### config.mk
export PLATFORM = sky130hd
export DESIGN_NAME = spin_control_input_flat
export DESIGN_NICKNAME = d
export VERILOG_FILES = /design/src/rtl/spin_control_input_pkg.sv /design/src/rtl/spin_control_input_if.sv /design/src/rtl/spin_control_input_debounce_filter.sv /design/src/rtl/spin_control_input.sv /design/src/flat_wrapper.sv
export SDC_FILE = /design/constraint.sdc
export NUM_CORES = 1
export LEC_CHECK = 0
export CORE_MARGIN = 2
export CORE_UTILIZATION = 50
export DETAILED_ROUTE_END_ITERATION = 8
export PLACE_DENSITY = 0.74
export SLEW_MARGIN = 20
export SYNTH_ARGS = -nofsm -noshare
export SYNTH_HDL_FRONTEND = slang
export SYNTH_HIERARCHICAL = 1
export SYNTH_SLANG_ARGS = --single-unit
### constraint.sdc
create_clock -name clk -period 1.9 [get_ports clk]
set_clock_uncertainty 0.15 [all_clocks]
set_input_delay 0.285 -clock clk [delete_from_list [all_inputs] [get_ports clk]]
set_output_delay 0.285 -clock clk [all_outputs]
set_load 0.01 [all_outputs]
### src/rtl/spin_control_input_pkg.sv
// Shared constants for the spinner front-panel input stage: quadrature
// state encodings, speed ceiling and the default debounce counter width.
package spin_control_input_pkg;

  localparam logic [1:0] Q00 = 2'b00;
  localparam logic [1:0] Q01 = 2'b01;
  localparam logic [1:0] Q11 = 2'b11;
  localparam logic [1:0] Q10 = 2'b10;

  localparam logic [2:0] SPEED_MAX = 3'd7;

  localparam int DEFAULT_DEBOUNCE_WIDTH = 16;

endpackage

### src/rtl/spin_control_input_if.sv
// Front-panel raw inputs and spinner control outputs bundled together.
// master = the side driving the panel pins, slave = the input stage.
interface spin_control_input_if;

  logic       enc_a;
  logic       enc_b;
  logic       btn;
  logic [2:0] speed_sel;
  logic       direction;
  logic       step_pulse;
  logic       enc_err;

  modport master (
    output enc_a, enc_b, btn,
    input  speed_sel, direction, step_pulse, enc_err
  );

  modport slave (
    input  enc_a, enc_b, btn,
    output speed_sel, direction, step_pulse, enc_err
  );

endinterface

### src/rtl/spin_control_input_debounce_filter.sv
// Two-flop synchroniser followed by a stability counter. The debounced
// output only follows the synchronised input after it has differed from
// the current debounced value for DEBOUNCE_MAX+1 consecutive cycles.
module spin_control_input_debounce_filter
  import spin_control_input_pkg::*;
#(
  parameter int DEBOUNCE_WIDTH = DEFAULT_DEBOUNCE_WIDTH
) (
  input  logic clk,
  input  logic reset,
  input  logic raw,
  output logic deb
);

  localparam logic [DEBOUNCE_WIDTH-1:0] DEBOUNCE_MAX = '1;

  logic                      sync_p0;
  logic                      sync_p1;
  logic [DEBOUNCE_WIDTH-1:0] cnt;

  // Stage p0/p1: bring the asynchronous pin into the clock domain.
  always_ff @(posedge clk) begin
    if (reset) begin
      sync_p0 <= 1'b0;
      sync_p1 <= 1'b0;
    end else begin
      sync_p0 <= raw;
      sync_p1 <= sync_p0;
    end
  end

  // Filter stage: count cycles of disagreement, accept once saturated.
  always_ff @(posedge clk) begin
    if (reset) begin
      cnt <= '0;
      deb <= 1'b0;
    end else if (sync_p1 == deb) begin
      cnt <= '0;
    end else if (cnt != DEBOUNCE_MAX) begin
      cnt <= cnt + 1'b1;
    end else begin
      deb <= sync_p1;
      cnt <= '0;
    end
  end

endmodule

### src/rtl/spin_control_input.sv
// Spinner control input stage: debounces encoder A/B and the pushbutton,
// decodes quadrature detents into a saturating 3-bit speed select and
// toggles direction on each button press. All outputs are registered.
module spin_control_input
  import spin_control_input_pkg::*;
#(
  parameter int         DEBOUNCE_WIDTH = DEFAULT_DEBOUNCE_WIDTH,
  parameter logic [2:0] SPEED_RESET    = 3'd4,
  parameter logic       DIR_RESET      = 1'b1
) (
  input  logic                 clk,
  input  logic                 reset,
  spin_control_input_if.slave  bus
);

  function automatic logic [2:0] sat_inc(input logic [2:0] v);
    return (v == SPEED_MAX) ? v : v + 3'd1;
  endfunction

  function automatic logic [2:0] sat_dec(input logic [2:0] v);
    return (v == 3'd0) ? v : v - 3'd1;
  endfunction

  logic       a_deb;
  logic       b_deb;
  logic       btn_deb;
  logic [1:0] cur_ab;
  logic [1:0] prev_ab;
  logic       btn_prev;
  logic       detent_cw;
  logic       detent_ccw;
  logic       quad_err;
  logic       btn_rise;
  logic [2:0] speed_q;
  logic       dir_q;
  logic       step_q;
  logic       err_q;

  spin_control_input_debounce_filter #(.DEBOUNCE_WIDTH(DEBOUNCE_WIDTH)) u_deb_a (
    .clk   (clk),
    .reset (reset),
    .raw   (bus.enc_a),
    .deb   (a_deb)
  );

  spin_control_input_debounce_filter #(.DEBOUNCE_WIDTH(DEBOUNCE_WIDTH)) u_deb_b (
    .clk   (clk),
    .reset (reset),
    .raw   (bus.enc_b),
    .deb   (b_deb)
  );

  spin_control_input_debounce_filter #(.DEBOUNCE_WIDTH(DEBOUNCE_WIDTH)) u_deb_btn (
    .clk   (clk),
    .reset (reset),
    .raw   (bus.btn),
    .deb   (btn_deb)
  );

  // A detent is the return to 00; which neighbour it came from gives the sense.
  assign cur_ab     = {a_deb, b_deb};
  assign detent_cw  = (prev_ab == Q10) && (cur_ab == Q00);
  assign detent_ccw = (prev_ab == Q01) && (cur_ab == Q00);
  assign quad_err   = ((prev_ab ^ cur_ab) == 2'b11);
  assign btn_rise   = btn_deb & ~btn_prev;

  // Output stage: register decode results, track previous encoder/button state.
  always_ff @(posedge clk) begin
    if (reset) begin
      prev_ab  <= Q00;
      btn_prev <= 1'b0;
      speed_q  <= SPEED_RESET;
      dir_q    <= DIR_RESET;
      step_q   <= 1'b0;
      err_q    <= 1'b0;
    end else begin
      prev_ab  <= cur_ab;
      btn_prev <= btn_deb;
      step_q   <= detent_cw | detent_ccw;
      err_q    <= quad_err;
      if (detent_cw) begin
        speed_q <= sat_inc(speed_q);
      end else if (detent_ccw) begin
        speed_q <= sat_dec(speed_q);
      end
      if (btn_rise) begin
        dir_q <= ~dir_q;
      end
    end
  end

  assign bus.speed_sel  = speed_q;
  assign bus.direction  = dir_q;
  assign bus.step_pulse = step_q;
  assign bus.enc_err    = err_q;

endmodule

### src/flat_wrapper.sv
// flat-port wrapper written by rule: the top's interface ports become plain ports
module spin_control_input_flat import spin_control_input_pkg::*;
#(
  parameter int         DEBOUNCE_WIDTH = DEFAULT_DEBOUNCE_WIDTH,
  parameter logic [2:0] SPEED_RESET    = 3'd4,
  parameter logic       DIR_RESET      = 1'b1
)
  (clk, reset, bus_enc_a, bus_enc_b, bus_btn, bus_speed_sel, bus_direction, bus_step_pulse, bus_enc_err);
  spin_control_input_if bus_i ();
  input  logic clk;
  input  logic reset;
  input wire logic [$bits(bus_i.enc_a)-1:0] bus_enc_a;
  input wire logic [$bits(bus_i.enc_b)-1:0] bus_enc_b;
  input wire logic [$bits(bus_i.btn)-1:0] bus_btn;
  output wire logic [$bits(bus_i.speed_sel)-1:0] bus_speed_sel;
  output wire logic [$bits(bus_i.direction)-1:0] bus_direction;
  output wire logic [$bits(bus_i.step_pulse)-1:0] bus_step_pulse;
  output wire logic [$bits(bus_i.enc_err)-1:0] bus_enc_err;
  assign bus_i.enc_a = bus_enc_a;
  assign bus_i.enc_b = bus_enc_b;
  assign bus_i.btn = bus_btn;
  assign bus_speed_sel = bus_i.speed_sel;
  assign bus_direction = bus_i.direction;
  assign bus_step_pulse = bus_i.step_pulse;
  assign bus_enc_err = bus_i.enc_err;
  spin_control_input #(.DEBOUNCE_WIDTH(DEBOUNCE_WIDTH), .SPEED_RESET(SPEED_RESET), .DIR_RESET(DIR_RESET)) u_core (.clk(clk), .reset(reset), .bus(bus_i));
endmodule
# After elaboration in Yosys (flattened, before gate mapping)
# Index checks and enable logic that the tools add are counted.
dict set report op_classes {
  n_reduce_logical 12
  mux 4
  addsub 5
  eq_ne 12
  n_bitwise 11
}
# operator count
set op_table {}
lappend op_table {{$add 16x1->16 const B} 3}
lappend op_table {{$ne 16x16->1 const B} 3}
lappend op_table {{$mux 3} 4}
lappend op_table {{$reduce_or 3->1} 3}
lappend op_table {{$not 1->1} 8}
lappend op_table {{$reduce_and 2->1} 3}
lappend op_table {{$eq 2x2->1 const B} 2}
lappend op_table {{$add 3x1->3 const B} 1}
lappend op_table {{$eq 1x1->1} 3}
lappend op_table {{$eq 3x3->1 const B} 1}
lappend op_table {{$logic_not 3->1} 1}
lappend op_table {{$reduce_and 3->1} 1}
lappend op_table {{$sub 3x1->3 const B} 1}
lappend op_table {{$eq 2x1->1 const B} 1}
lappend op_table {{$logic_and 1x1->1} 2}
lappend op_table {{$logic_not 2->1} 1}
lappend op_table {{$ne 2x1->1 const B} 1}
lappend op_table {{$ne 2x2->1 const B} 1}
lappend op_table {{$reduce_bool 2->1} 1}
lappend op_table {{$xor 2x2->2} 1}
lappend op_table {{$and 1x1->1} 1}
lappend op_table {{$or 1x1->1} 1}
dict set report word_totals {
  elab_cells 62
  register_bits 66
  output_inout_bits 6
}

# Depth between registers and ports, before layout
dict set report depth {
  ltp_word 4
  depth_mapped 7
  ltp_nobuf 5
}

# By module
# The synthesis kept the hierarchy.
# module instances cells_each area_per_inst_um2
set modules_own_cells {}
lappend modules_own_cells {spin_control_input_debounce_filter 3 86 825.8}
lappend modules_own_cells {spin_control_input 1 42 457.9}

# Least setup slack after synthesis
# No wires, ideal clock.
dict set report synth_timing {
  kind {register to register}
  start {register u_core.u_deb_a.deb}
  end {register u_core.speed_q[2] (netlist: u_core/bus.speed_sel[2])}
  arrival_time_ps 1878
  setup_slack_ps -203
  stages_incl_launch_ff 6
  cell_sequence {dfxtp_1 -> nor4b_4 -> inv_1 -> fa_1 -> or4_4 -> a22oi_2}
}
dict set report synth_between {
  elab_chain_cells 4
  elab_cells_between_ends 8
  classes_between {eq/ne: 2; mux: 1; reduce/logical: 5}
}
# element line_no
set synth_rtl {}
lappend synth_rtl {{from (decl)} spin_control_input_debounce_filter.sv:12} ;# output logic deb
lappend synth_rtl {{from (signal assigned)} spin_control_input_debounce_filter.sv:42} ;# deb <= sync_p1;
lappend synth_rtl {{$logic_not 2->1 *} {spin_control_input.sv:62, spin_control_input.sv:63}}
lappend synth_rtl {{$logic_and 1x1->1, on equally long branches} {spin_control_input.sv:62, spin_control_input.sv:63}}
lappend synth_rtl {{$ne 2x2->1 (no line), or another cell as far along} --}
lappend synth_rtl {{$reduce_and 3->1 (no line)} --}
lappend synth_rtl {{to (signal assigned)} spin_control_input.sv:82} ;# speed_q <= sat_inc(speed_q);
lappend synth_rtl {{to (signal assigned)} spin_control_input.sv:84} ;# speed_q <= sat_dec(speed_q);
lappend synth_rtl {{to (decl)} spin_control_input.sv:34} ;# logic [2:0] speed_q;
# Every way passes the cells marked *; elsewhere a longest branch is shown, timed or not.
# A chain may end at the register's enable or synchronous reset.

# Worst setup path after layout
dict set report layout_timing {
  start {register u_core.prev_ab[0]}
  end {register u_core.speed_q[2] (netlist: u_core/bus.speed_sel[2])}
}
dict set report layout_between {
  elab_chain_cells 4
  elab_cells_between_ends 9
  classes_between {eq/ne: 4; mux: 1; reduce/logical: 4}
}
# element line_no
set layout_rtl {}
lappend layout_rtl {{from (decl)} spin_control_input.sv:28} ;# logic [1:0] prev_ab;
lappend layout_rtl {{from (signal assigned)} spin_control_input.sv:77} ;# prev_ab <= cur_ab;
lappend layout_rtl {{$eq 2x2->1 or $eq 2x1->1 (tied branches)} {spin_control_input.sv:62, spin_control_input.sv:63}}
lappend layout_rtl {{$logic_and 1x1->1, on equally long branches} {spin_control_input.sv:62, spin_control_input.sv:63}}
lappend layout_rtl {{$ne 2x2->1 (no line), or another cell as far along} --}
lappend layout_rtl {{$reduce_and 3->1 (no line)} --}
# Several ways; a longest one is shown, not always the timed one.

==> flow_summary.json <==
{
  "hold_path_class": "flop to flop",
  "dp_hpwl_um": 3150,
  "ant_nets": 0,
  "wire_per_inst_um": 10.9,
  "hold_viol": 0,
  "drv_slew": 0,
  "via_per_inst": 4.98,
  "overflow": 0,
  "synth.largest_area_cell": "dfxtp_1",
  "cp_max_fo": 2,
  "rows": 27,
  "status": "finished, violations left",
  "cp-start-kind": "flop",
  "critPathKind": "flop to flop",
  "core_um2": 5570,
  "grt.total_usage": 0.160,
  "setup_viol": 1,
  "required_ns": 2.01,
  "grt_max_degree": 17,
  "grt_pass1_wl_um": 7980,
  "die_w_um": 80.6,
  "cts.sinks": 66,
  "drc_errors": 0,
  "antenna_found_initial": 0,
  "start_util": 0.527,
  "power_frac_seq": 0.516,
  "place_inst": 395,
  "clk_path_buf_depth": 2,
  "first_pass_iters": 4,
  "setup.worst_path.end_class": "flop",
  "avgSynthCellArea_um2": 9.78,
  "die-area_um2": 6500,
  "dp_slack_ns": -0.0538,
  "h-tree-depth": 3,
  "syn_nets": 309,
  "clkPwrFrac": 0.470,
  "fmax_ghz": 0.521,
  "synth_edf_count": 0,
  "path_clk_slew_ns": 0.07,
  "async_flop_share": 0,
  "stdcell_count": 413,
  "worstRegToRegCells": 5,
  "comb_power_share": 0.015,
  "yosys-top-cells-count": "66 x dfxtp_1, 55 x nor2_1, 35 x xnor2_1",
  "first_iter_violations": 77,
  "setup_slack_ns": -0.0208,
  "die_h_um": 80.6,
  "swShare": 0.193,
  "synth_area_leaders": "dfxtp_1 45%, xnor2_1 10%, nor2_1 7.0%",
  "routed_wl_um": 4490,
  "root_buffer": "clkbuf_8",
  "yosysTopAreaCellShare": 0.450,
  "syn_to_final_growth_pct": 16.5,
  "slew_headroom": 0.754,
  "nets": 345,
  "synth_cell_types": 34,
  "placed_cell_area_um2": 3190,
  "io_pins": 11,
  "finalCritPeriodShare": 1.01,
  "cts_hold_buf": 0,
  "ys_ff_latch": 66,
  "clk_latency_ns": 0.33,
  "postLayoutCoreUtil": 0.613,
  "worstMarginPinSlew_ns": 0.366,
  "gp_congestion": 0.825,
  "hold_depth": 1,
  "portBuffers": 10,
  "p_leak_nw": 1.13,
  "irDropWorstVdd_v": 0.000608,
  "p_int_mw": 2.18,
  "netlist_area_um2": 2940,
  "synth_most_common_cell": "dfxtp_1",
  "grt_pass1_vias": 1941,
  "cts_tree": "yes",
  "yosysWarnings": 6,
  "use_met3": 0.0618,
  "numCtsBuffers": 9,
  "netlist_instances": 300,
  "num_vias": 2057,
  "n_antenna_cell": 0,
  "synth.yosys.seq_area_share": 0.450,
  "cap_violations": 0,
  "cts-resized-gates": 0,
  "min_period_ns": 1.92,
  "netSwitchingPower_uw": 523,
  "violations": "negative setup slack",
  "top_usage_layer": "met2",
  "finalInstanceArea_um2": 3420,
  "p_per_area_nw_per_um2": 790,
  "rsz0062_at_grt": "true",
  "grt_use_met1": 0.190,
  "final_layout_size_suffix_gt1_frac": 0.161,
  "setup_tns_ns": -0.0208,
  "arrival_ns": 2.03,
  "ys.flop_type": "dfxtp_1",
  "met2_usage": 0.259
}
[critical path, cell delays in order, from the launching register on]
cell	delay [ns]
dfxtp_4	0.35
nor4b_4	0.30
inv_2	0.07
fa_2	0.34
or4_4	0.52
a22oi_2	0.12
[path summary, 6_finish.rpt]
check / to / startpoint / slack, ns
max: u_core/bus.speed_sel[2] / u_core/prev_ab[0] / -0.02
min: u_core/u_deb_b/sync_p1 / u_core/u_deb_b/sync_p0 / 0.30
max reg2reg: u_core/bus.speed_sel[2] / u_core/prev_ab[0] / -0.02
min reg2reg: u_core/u_deb_b/sync_p1 / u_core/u_deb_b/sync_p0 / 0.30
[power groups by stage]
stage	Clock, mW	Combinational [mW]	Sequential [mW]
6_report	1.27	0.0394	1.39
5_1_grt	1.38	0.0452	1.39
4_1_cts	1.31	0.0399	1.39
3_5_place_dp	0	0.0398	1.43
3_3_place_gp	0	0.0394	1.42
2_1_floorplan	0	0.0296	1.42
[per-stage QoR]
stage | hold slack (ns) | total power, mW
floorplan | 0.200 | 1.45
global placement | 0.266 | 1.46
detailed placement | 0.276 | 1.47
CTS | 0.298 | 2.75
global route | 0.301 | 2.82
finish | 0.297 | 2.70
[cells in the final DEF, fill, tap and decap left out, types with 2 or more instances in the layout]
cell type | Yosys | layout
nand2b_1 | 4 | 4
nand4_4 | 3 | 3
ha_1 | 3 | 3
nand2_1 | 9 | 9
clkdlybuf4s50_1 | 0 | 10
nor4_1 | 15 | 15
bufinv_16 | 0 | 2
xor2_1 | 15 | 15
inv_1 | 10 | 9
nor3_1 | 10 | 10
nor2b_1 | 11 | 11
and2_1 | 3 | 3
clkbuf_8 | 0 | 10
buf_4 | 0 | 22
nand3_1 | 18 | 18
nor2_1 | 55 | 55
or3_1 | 3 | 3
clkinv_2 | 0 | 2
dfxtp_1 | 66 | 64
nand4_1 | 9 | 9
and4_1 | 3 | 3
xnor2_1 | 35 | 35
nor4_2 | 3 | 3
mux2i_1 | 4 | 4
nand4_2 | 3 | 3
[sequential cells by signal, indices dropped and copies added (netlist names), 2 cells and up]
signal / cells
u_core/u_deb_a/cnt: 16
u_core/u_deb_b/cnt: 16
u_core/u_deb_btn/cnt: 16
u_core/bus.speed_sel: 3
u_core/prev_ab: 2
[layer usage]
metal  vias up  share of wire
met1       931           0.48
met5         -              0
met2        31           0.46
li1       1090              -
met4         0          0.010
met3         5          0.044
[logic make-up (layout without fill, tap and decap cells)]
group / count (synthesis) / after routing / share of synthesized area
AND/OR/NAND/NOR: 155 / 155 / 0.305
adder cells (fa/ha/maj): 4 / 4 / 0.0196
XOR/XNOR: 50 / 50 / 0.149
flip-flops: 66 / 66 / 0.450
AO/OA/AOI/OAI: 3 / 3 / 0.0124
buffers and inverters: 17 / 58 / 0.0460
multiplexers: 5 / 5 / 0.0175
[area by class of cell]
class	instances	area, um^2
Timing Repair Buffer	32	265
Sequential cell	66	1330
Tap cell	72	90.1
Inverter	10	37.5
Clock inverter	5	77.6
Fill cell	488	2150
Multi-Input combinational cell	217	1480
Clock buffer	11	141
[repair_timing]
item	in CTS	in global routing
endpoints found under the hold margin	0	0
setup endpoints to repair	1	1
setup buffers	2	0
pin swaps	2	0
Power figures use the tool's default switching activity.
